`config.mk`:
```
export PLATFORM = sky130hd
export DESIGN_NAME = gpio_cfg_serial_loader
export DESIGN_NICKNAME = d
export VERILOG_FILES = /design/src/rtl/gpio_cfg_pkg.sv /design/src/rtl/gpio_cfg_clkdiv.sv /design/src/rtl/gpio_cfg_serial_loader.sv
export SDC_FILE = /design/constraint.sdc
export NUM_CORES = 1
export LEC_CHECK = 0
export CAP_MARGIN = 20
export CORE_ASPECT_RATIO = 1.1
export CORE_UTILIZATION = 25
export CTS_BUF_LIST = sky130_fd_sc_hd__clkbuf_16
export CTS_CLUSTER_DIAMETER = 80
export CTS_CLUSTER_SIZE = 25
export DETAILED_ROUTE_END_ITERATION = 6
export PLACE_DENSITY = 0.38
export SLEW_MARGIN = 20
export SYNTH_ARGS = -nofsm -noshare
export SYNTH_HDL_FRONTEND = slang
export SYNTH_SLANG_ARGS = --single-unit
```
`constraint.sdc`:
```
create_clock -name clock -period 11.4 [get_ports clock]
set_clock_uncertainty 0.2 [all_clocks]
set_input_delay 2.28 -clock clock [delete_from_list [all_inputs] [get_ports clock]]
set_output_delay 2.28 -clock clock [all_outputs]
set_load 0.01 [all_outputs]
```
`src/rtl/gpio_cfg_pkg.sv`:
```
// gpio_cfg_pkg: shared word width, pad mode field layout and loader FSM states.
package gpio_cfg_pkg;

   localparam int CFG_W = 13;

   localparam int MGMT_EN_BIT = 0;
   localparam int OEB_BIT     = 1;
   localparam int DM_LSB      = 10;
   localparam int DM_MSB      = 12;

   localparam logic [2:0] DM_PULLDOWN = 3'b011;
   localparam logic [2:0] DM_PULLUP   = 3'b010;
   localparam logic [2:0] DM_INPUT    = 3'b001;
   localparam logic [2:0] DM_OUTPUT   = 3'b110;

   typedef enum logic [2:0] {IDLE, SHIFT_LO, SHIFT_HI, LOAD, FIN} cfg_state_e;

   function automatic logic [CFG_W-1:0] cfg_word(input logic [2:0] dm, input logic oeb,
                                                 input logic mgmt_en);
      logic [CFG_W-1:0] w;
      w = '0;
      w[DM_MSB:DM_LSB] = dm;
      w[OEB_BIT] = oeb;
      w[MGMT_EN_BIT] = mgmt_en;
      return w;
   endfunction

endpackage

```
`src/rtl/gpio_cfg_clkdiv.sv`:
```
// gpio_cfg_clkdiv: phase_end strobe on every CLK_DIV-th consecutive enabled cycle.
module gpio_cfg_clkdiv #(
   parameter int CLK_DIV = 2
) (
   input  logic clock,
   input  logic resetn,
   input  logic en,
   output logic phase_end
);

   localparam int CW = $clog2(CLK_DIV) + 1;
   localparam logic [CW-1:0] LAST = CW'(CLK_DIV - 1);

   logic [CW-1:0] cnt_q, cnt_d;

   always_comb begin
      phase_end = en && (cnt_q == LAST);
      cnt_d = (en && !phase_end) ? cnt_q + 1'b1 : '0;
   end

   always_ff @(posedge clock or negedge resetn) begin
      if (!resetn) cnt_q <= '0;
      else cnt_q <= cnt_d;
   end

endmodule

```
`src/rtl/gpio_cfg_serial_loader.sv`:
```
// gpio_cfg_serial_loader: per-pad config register file that shifts its image into the
// pad control daisy chain (farthest pad first, MSB first) and then strobes serial_load.
module gpio_cfg_serial_loader
   import gpio_cfg_pkg::*;
#(
   parameter int NUM_IO = 38,
   parameter int CLK_DIV = 2,
   parameter logic [CFG_W-1:0] CFG_DEFAULT = 13'h1803
) (
   input  logic             clock,
   input  logic             resetn,
   input  logic             cfg_we,
   input  logic [5:0]       cfg_addr,
   input  logic [CFG_W-1:0] cfg_wdata,
   output logic [CFG_W-1:0] cfg_rdata,
   output logic             cfg_wr_err,
   input  logic             xfer_start,
   output logic             busy,
   output logic             done,
   output logic             serial_clock,
   output logic             serial_data_out,
   output logic             serial_load
);

   localparam int BW = $clog2(CFG_W);
   localparam logic [5:0] NUM_IO_A = 6'(NUM_IO);
   localparam logic [5:0] LAST_PAD = 6'(NUM_IO - 1);
   localparam logic [BW-1:0] LAST_BIT = BW'(CFG_W - 1);

   logic [CFG_W-1:0] words_q [NUM_IO];
   logic [CFG_W-1:0] words_d [NUM_IO];
   cfg_state_e state_q, state_d;
   logic [5:0] pad_q, pad_d;
   logic [BW-1:0] bit_q, bit_d;
   logic busy_q, busy_d, done_q, done_d, wr_err_q, wr_err_d;
   logic sclk_q, sclk_d, sdo_q, sdo_d, load_q, load_d;
   logic wr_ok, phase_end, div_en, shift_entry;

   gpio_cfg_clkdiv #(.CLK_DIV(CLK_DIV)) u_clkdiv (
      .clock     (clock),
      .resetn    (resetn),
      .en        (div_en),
      .phase_end (phase_end)
   );

   assign div_en = (state_q == SHIFT_LO) || (state_q == SHIFT_HI) || (state_q == LOAD);
   assign wr_ok = cfg_we && (state_q == IDLE) && (cfg_addr < NUM_IO_A);
   assign cfg_rdata = (cfg_addr < NUM_IO_A) ? words_q[cfg_addr] : '0;

   always_comb begin
      for (int i = 0; i < NUM_IO; i++)
         words_d[i] = (wr_ok && cfg_addr == 6'(i)) ? cfg_wdata : words_q[i];
   end

   always_comb begin
      state_d = state_q;
      pad_d = pad_q;
      bit_d = bit_q;
      case (state_q)
         IDLE: if (xfer_start) begin
            state_d = SHIFT_LO;
            pad_d = LAST_PAD;
            bit_d = LAST_BIT;
         end
         SHIFT_LO: if (phase_end) state_d = SHIFT_HI;
         SHIFT_HI: if (phase_end) begin
            if (pad_q == '0 && bit_q == '0) state_d = LOAD;
            else begin
               state_d = SHIFT_LO;
               bit_d = (bit_q == '0) ? LAST_BIT : bit_q - 1'b1;
               pad_d = (bit_q == '0) ? pad_q - 1'b1 : pad_q;
            end
         end
         LOAD: if (phase_end) state_d = FIN;
         FIN: state_d = IDLE;
         default: state_d = IDLE;
      endcase
   end

   // Fetching from words_d lets a same-cycle IDLE write land in the first shifted bit.
   always_comb begin
      shift_entry = (state_d == SHIFT_LO) && (state_q != SHIFT_LO);
      sdo_d = shift_entry ? words_d[pad_d][bit_d] :
              (state_d == SHIFT_LO || state_d == SHIFT_HI) ? sdo_q : 1'b0;
      sclk_d = state_d == SHIFT_HI;
      load_d = state_d == LOAD;
      done_d = state_d == FIN;
      busy_d = state_d != IDLE;
      wr_err_d = cfg_we && !wr_ok;
   end

   always_ff @(posedge clock or negedge resetn) begin
      if (!resetn) begin
         for (int i = 0; i < NUM_IO; i++) words_q[i] <= CFG_DEFAULT;
         state_q <= IDLE;
         pad_q <= '0;
         bit_q <= '0;
         busy_q <= 1'b0;
         done_q <= 1'b0;
         wr_err_q <= 1'b0;
         sclk_q <= 1'b0;
         sdo_q <= 1'b0;
         load_q <= 1'b0;
      end else begin
         words_q <= words_d;
         state_q <= state_d;
         pad_q <= pad_d;
         bit_q <= bit_d;
         busy_q <= busy_d;
         done_q <= done_d;
         wr_err_q <= wr_err_d;
         sclk_q <= sclk_d;
         sdo_q <= sdo_d;
         load_q <= load_d;
      end
   end

   assign busy = busy_q;
   assign done = done_q;
   assign cfg_wr_err = wr_err_q;
   assign serial_clock = sclk_q;
   assign serial_data_out = sdo_q;
   assign serial_load = load_q;

endmodule
```
## Yosys cells after proc, flatten, opt, wreduce, memory -nomap -nowiden

Cells that the tools add are included.

| operators by class | value |
|---|---|
| bitwise gates (word level) | 2 |
| add/sub/neg operators | 3 |
| div/mod/pow operators | 0 |
| equality and inequality tests | 47 |
| $lt $le $gt $ge | 4 |
| muxes and demuxes | 66 |
| shift-type cells | 0 |
| reductions and logical operators | 55 |
| $mul | 0 |

Operators with widths:

| cell | count |
|---|---|
| $mux W13 | 43 |
| $bmux W13 S6 | 2 |
| $eq A6 B5 Y1 const B | 16 |
| $eq A6 B4 Y1 const B | 8 |
| $logic_and A1 B1 Y1 | 45 |
| $eq A6 B6 Y1 const B | 6 |
| $eq A6 B3 Y1 const B | 4 |
| $mux W6 | 4 |
| $mux W4 | 4 |
| $ge A7 B7 Y1 const B | 2 |
| $not A6 Y7 | 2 |
| $eq A3 B2 Y1 const B | 4 |
| $eq A6 B2 Y1 const B | 2 |
| $logic_not A6 Y1 | 2 |
| $mux W3 | 4 |
| $pmux W3 S4 | 1 |
| $pmux W6 S2 | 1 |
| $pmux W4 S2 | 1 |
| $eq A3 B1 Y1 const B | 2 |
| $eq A6 B1 Y1 const B | 1 |
| $lt A6 B6 Y1 const B | 1 |
| $sub A6 B1 Y6 const B | 1 |
| $lt A4 B5 Y1 const B | 1 |
| $bmux W1 S4 | 1 |
| 13 further kinds | 19 |

| word-level totals | value |
|---|---|
| ROM bits | 0 |
| register bits | 515 |
| memories | 0 |
| logic and storage cells | 225 |
| bits in writable memories | 0 |
| bits in latches | 0 |

## Logic depth before layout (Yosys ltp)

| depth | value |
|---|---|
| depth after elaboration | 13 |
| depth in mapped cells | 19 |

## Cells and area by module

Synthesis repeated with hierarchy kept, for this count alone.

| second synthesis, totals | value |
|---|---|
| cell total of the unflattened synthesis | 2,979 |
| area, all modules | 30,141.4 um2 |

Modules (own cells, without submodules):

| module | cells each | area each (um2) | times used | seq. area each (um2) |
|---|---|---|---|---|
| gpio_cfg_serial_loader | 2,972 | 30,052.6 | 1 | 13,027.5 |
| gpio_cfg_clkdiv | 7 | 88.8 | 1 | 50.0 |

## Least setup slack after synthesis

Ideal clock, no wire load.

| path | value |
|---|---|
| kind | input -> output |
| from | in cfg_addr[0] |
| to | out cfg_rdata[3] |
| arrival time | 5.067 ns |
| setup slack | 3.853 ns |
| buffers on the path | 5 |
| cell stages on the path | 8 |
| path through | clkbuf_1 > clkbuf_1 > buf_2 > buf_1 > buf_1 > mux4_2 > a222oi_1 > o22ai_1 |

| between the ends | value |
|---|---|
| cells in the longest elaborated chain, start to end | 5 |

Ends and longest elaborated chain:

| item | RTL line | RTL |
|---|---|---|
| start, declared | gpio_cfg_serial_loader.sv:13 | `input logic [5:0] cfg_addr,` |
| $not A6 Y7 (not written as such) | gpio_cfg_serial_loader.sv:48 | `assign cfg_rdata = (cfg_addr < NUM_IO_A) ? words_q[cfg_addr] : '0;` |
| $bmux W13 S6 | gpio_cfg_serial_loader.sv:48 |  |
| $mux W13 (not written as such) (2 in a row) | gpio_cfg_serial_loader.sv:48 |  |
| $mux W13 * | gpio_cfg_serial_loader.sv:48 |  |
| end, declared | gpio_cfg_serial_loader.sv:15 | `output logic [CFG_W-1:0] cfg_rdata,` |

Mark *: on every way between the ends. The rest lies on a longest branch, timed or not. The select of a mux whose other input is x is not followed.

## Worst setup path in the final report

| path | value |
|---|---|
| from | in cfg_addr[0] |
| to | out cfg_rdata[10] |

The elaborated chain is that of the path after synthesis.

==> metrics list <==
- For this design, the CTS-stage hold fixing added 0 buffers.
- Most frequent cell on the critical path: sky130_fd_sc_hd__mux4_2
- For this run, the leading register cell type out of synthesis is sky130_fd_sc_hd__dfrtp_1.
- Grt ovf: 0
- Fraction of layout cells with a size suffix above 1: 25.6%
- Worst-case vdd ir drop: 0.109 mV
- Actual slew at the worst max-slew pin: 1.22 ns
- Static Leak: 0.0147 µW
- Synth async-reset ratio: 100%
* Final Hold Viols: 0
* Clock buffer depth: 3
- Most frequent cells in the layout: 727 x sky130_fd_sc_hd__nand2_1, 363 x sky130_fd_sc_hd__dfrtp_1, 252 x sky130_fd_sc_hd__nor2_1, 230 x sky130_fd_sc_hd__mux2_2, 152 x sky130_fd_sc_hd__dfstp_2
- Number of different library cells in the post-synthesis netlist: 90
* Iter 0 DRT Violations: 2,568
- Max-Cap Viols: 0
- In this run the remaining antenna-violating nets after routing total 0.
* Count of vias placed by the detailed router: 25,600
- Number of failing setup endpoints in the final timing report: 0
* Most common library cell in the layout ignoring fill and taps: sky130_fd_sc_hd__nand2_1
- Number of vias per cell: 5.44
* Number of ports placed on the die boundary: 42
- Final-stage net count: 3,080
- Number of port buffers: 41
- Share of synthesized area occupied by flip-flops and latches: 43.0%
- H-Tree Depth: 2
- After layout, the worst setup slack is 3.20 ns.
- In the final routed layout, each cell accounts on average for 29.4 µm.
- Category of cells accounting for the largest share of critical-path delay: buffers and inverters
- Type of origin of the critical path: input port
- Detailed Place HPWL: 85,500 µm
- Counting every sink on the clock net gives 515.
- CTS tree: done
- Unrepaired setup endpoints after global routing: false
- Timing analysis after detailed placement gives a worst setup slack of 3.12 ns.
* Maximum fanout along the worst path: 73
- Die X-Extent: 335 µm
* Number of clock buffers inserted by TritonCTS: 45
* Drc violations: 0
- Maximum number of pins on one net before global-route repair: 150
- The die covers 123,000 µm².
- Cells after synthesis: 3,134
* Pre-antenna DRT Iters: 5
- The core region is 120,000 µm².
- Summing all multi-input logic gate instances after layout gives 16,200 µm².
- Root Driver: sky130_fd_sc_hd__clkbuf_16
* Critical path's largest stage delay: 0.60 ns
- Cell with the largest stage delay on the worst path: sky130_fd_sc_hd__mux4_2
- The count of cells in the finished layout, fillers not included, comes to 4,712.
- Setup Crit Path Kind: input port to primary output
- Layout fillers: 12,700
- Summed over all failing endpoints, the final setup total negative slack is 0 ns.
* Routed wire length: 138,000 µm
- Post-CTS timing repair inserted 0 buffers for setup.
- In this run, synthesis inferred 0 flip-flops with an integrated enable.
* Post-Synthesis Cell Area: 30,400 µm²
- Post-synthesis net count: 3,160
* Max frequency: 122 MHz
* Initial antenna violation count: 12
- The number of gates resized after CTS was 0.
- Sequence of cells on the critical path: buf_8 > buf_12 > mux4_2 > mux4_2 > mux2i_1 > o22ai_1 > clkdlybuf4s50_1
- Clock-pin slew was measured on the worst setup and hold paths at 0.08 ns.
- CP arrival: 5.72 ns
- Global routing used 22.3% of the available tracks across all layers.
* Req. time, crit path: 8.92 ns
- Kind of end point of the critical path: primary output
- Routability-driven placement finished with a final weighted congestion of 0.824.
- Synthesized area per cell: 9.70 µm²
- Buf/Inv on CP: 3
- The via count of the first global-routing pass came to 25,600.
- Dividing total power by cell area gives a power density of 150 nW/µm².
- The floorplan has 133 rows.
* Synthesis-to-layout area growth: 12.8%
* Min-delay worst type: register to register
* Remaining max-slew budget at the tightest pin: 16.7%
- Yosys printed 0 warnings.
- The run finished with clean final reports.
- Starting utilization of the core area: 25.3%
- From bottom edge to top edge, the die measures 368 µm.
- Clock latency on the worst-skew pair, taken at its later pin, is 0.68 ns.
- Area used by sequential logic in the layout: 13,100 µm²
* Synth Register Bits: 515
- Wire length of the first global-routing pass: 198,000 µm
* Number of slew-limit violations in the final report: 0
* Final worst-path cycle share: 71.9%
- Once placement completed, the tool counted placed cells totaling 4,627.
- Min cycle time layout: 8.20 ns
-- routing by layer --
metal	global-route usage, %	up-vias	share of wire (%)
li1	-	11200	-
met1	30.6	13300	44
met2	35.0	938	46
met3	4.45	216	6.6
met4	7.33	6	3.3
met5	0	-	0.034
-- path summary, 6_finish.rpt --
path                                                  start                          end  slack (ns)  cells after the start
max in group asynchronous                            resetn        words_q[54]$_DFF_PN0_        7.34                      3
worst min register to register  u_clkdiv.cnt_q[0]$_DFF_PN0_  u_clkdiv.cnt_q[0]$_DFF_PN0_        0.24                      1
worst min-delay path            u_clkdiv.cnt_q[0]$_DFF_PN0_  u_clkdiv.cnt_q[0]$_DFF_PN0_        0.24                      1
min in group asynchronous                            resetn       words_q[374]$_DFF_PN0_        1.44                      1
worst max register to register           bit_q[0]$_DFF_PN0_  serial_data_out$_DFFE_PN0P_        5.36                     14
worst max-delay path                            cfg_addr[0]                cfg_rdata[10]        3.20                      7
-- cells by family (layout without fill, tap and decap cells) --
group	Yosys count	after routing	share of synthesized area, %
buffers and inverters	309	266	4.26
multiplexers	446	446	21.7
AO/OA/AOI/OAI	493	493	11.1
flip-flops	515	515	43.0
AND/OR/NAND/NOR	1368	1368	19.8
adder cells (fa/ha/maj)	3	3	0.123
other	0	1	0
-- per-stage QoR --
| step | instance area, µm² | util, % | total power [µW] | hold slack, ns |
|---|---|---|---|---|
| 5_1_grt | 34300 | 28.6 | 5390 | 0.275 |
| 4_1_cts | 34300 | 28.6 | 5200 | 0.250 |
| 3_5_place_dp | 32700 | 27.2 | 3410 | 0.239 |
| 2_1_floorplan | 30400 | - | 2960 | 0.216 |
| 3_3_place_gp | 32700 | 27.2 | 3410 | 0.239 |
| 6_report | 34300 | 28.6 | 5150 | 0.244 |
-- layout make-up --
cell class | instances | share of cell area (%)
Multi-Input combinational cell | 2310 | 47.1
Sequential cell | 515 | 38.1
Tap cell | 1620 | 5.91
Timing Repair Buffer | 163 | 3.95
Clock buffer | 45 | 3.28
Clock inverter | 39 | 1.35
Inverter | 19 | 0.244
Antenna cell | 1 | 0.00729
-- registers in the layout (all words and copies together), names as in the netlist --
signal,cells
serial_clock,1
cfg_wr_err,1
busy,1
serial_load,1
bit_q,4
pad_q,6
serial_data_out,1
done,1
state_q,3
words_q,494
u_clkdiv.cnt_q,2
-- cells in the mapped netlist (all sizes together) (8+ instances only) --
library cell	number	area, µm²
a31oi	17	106
and3	10	62.6
o211ai	49	368
a222oi	13	130
o31a	10	87.6
o21ai	146	731
a2111oi	9	78.8
o2111ai	15	131
nor3	156	821
o311ai	38	333
nor2b	8	50.1
a211oi	19	153
o22ai	22	138
dfrtp	363	9080
inv	18	67.6
nand3b	9	67.6
o31ai	9	67.6
buf	115	566
nor2	258	976
nor4	19	161
nand3	57	285
or3	64	400
nand4	10	62.6
mux2i	66	681
nand2b	16	100
nand2	727	2730
a21oi	69	345
o221ai	15	131
mux4	144	3240
mux2	236	2670
clkbuf	175	658
dfstp	152	3990
-- where the power goes --
group          switching (µW)  leakage [µW]  internal, µW
sequential                192       0.00653          2130
clock                     882      0.000793           878
combinational             630       0.00741           445
Note: power is estimated with default switching activity, not from simulation.
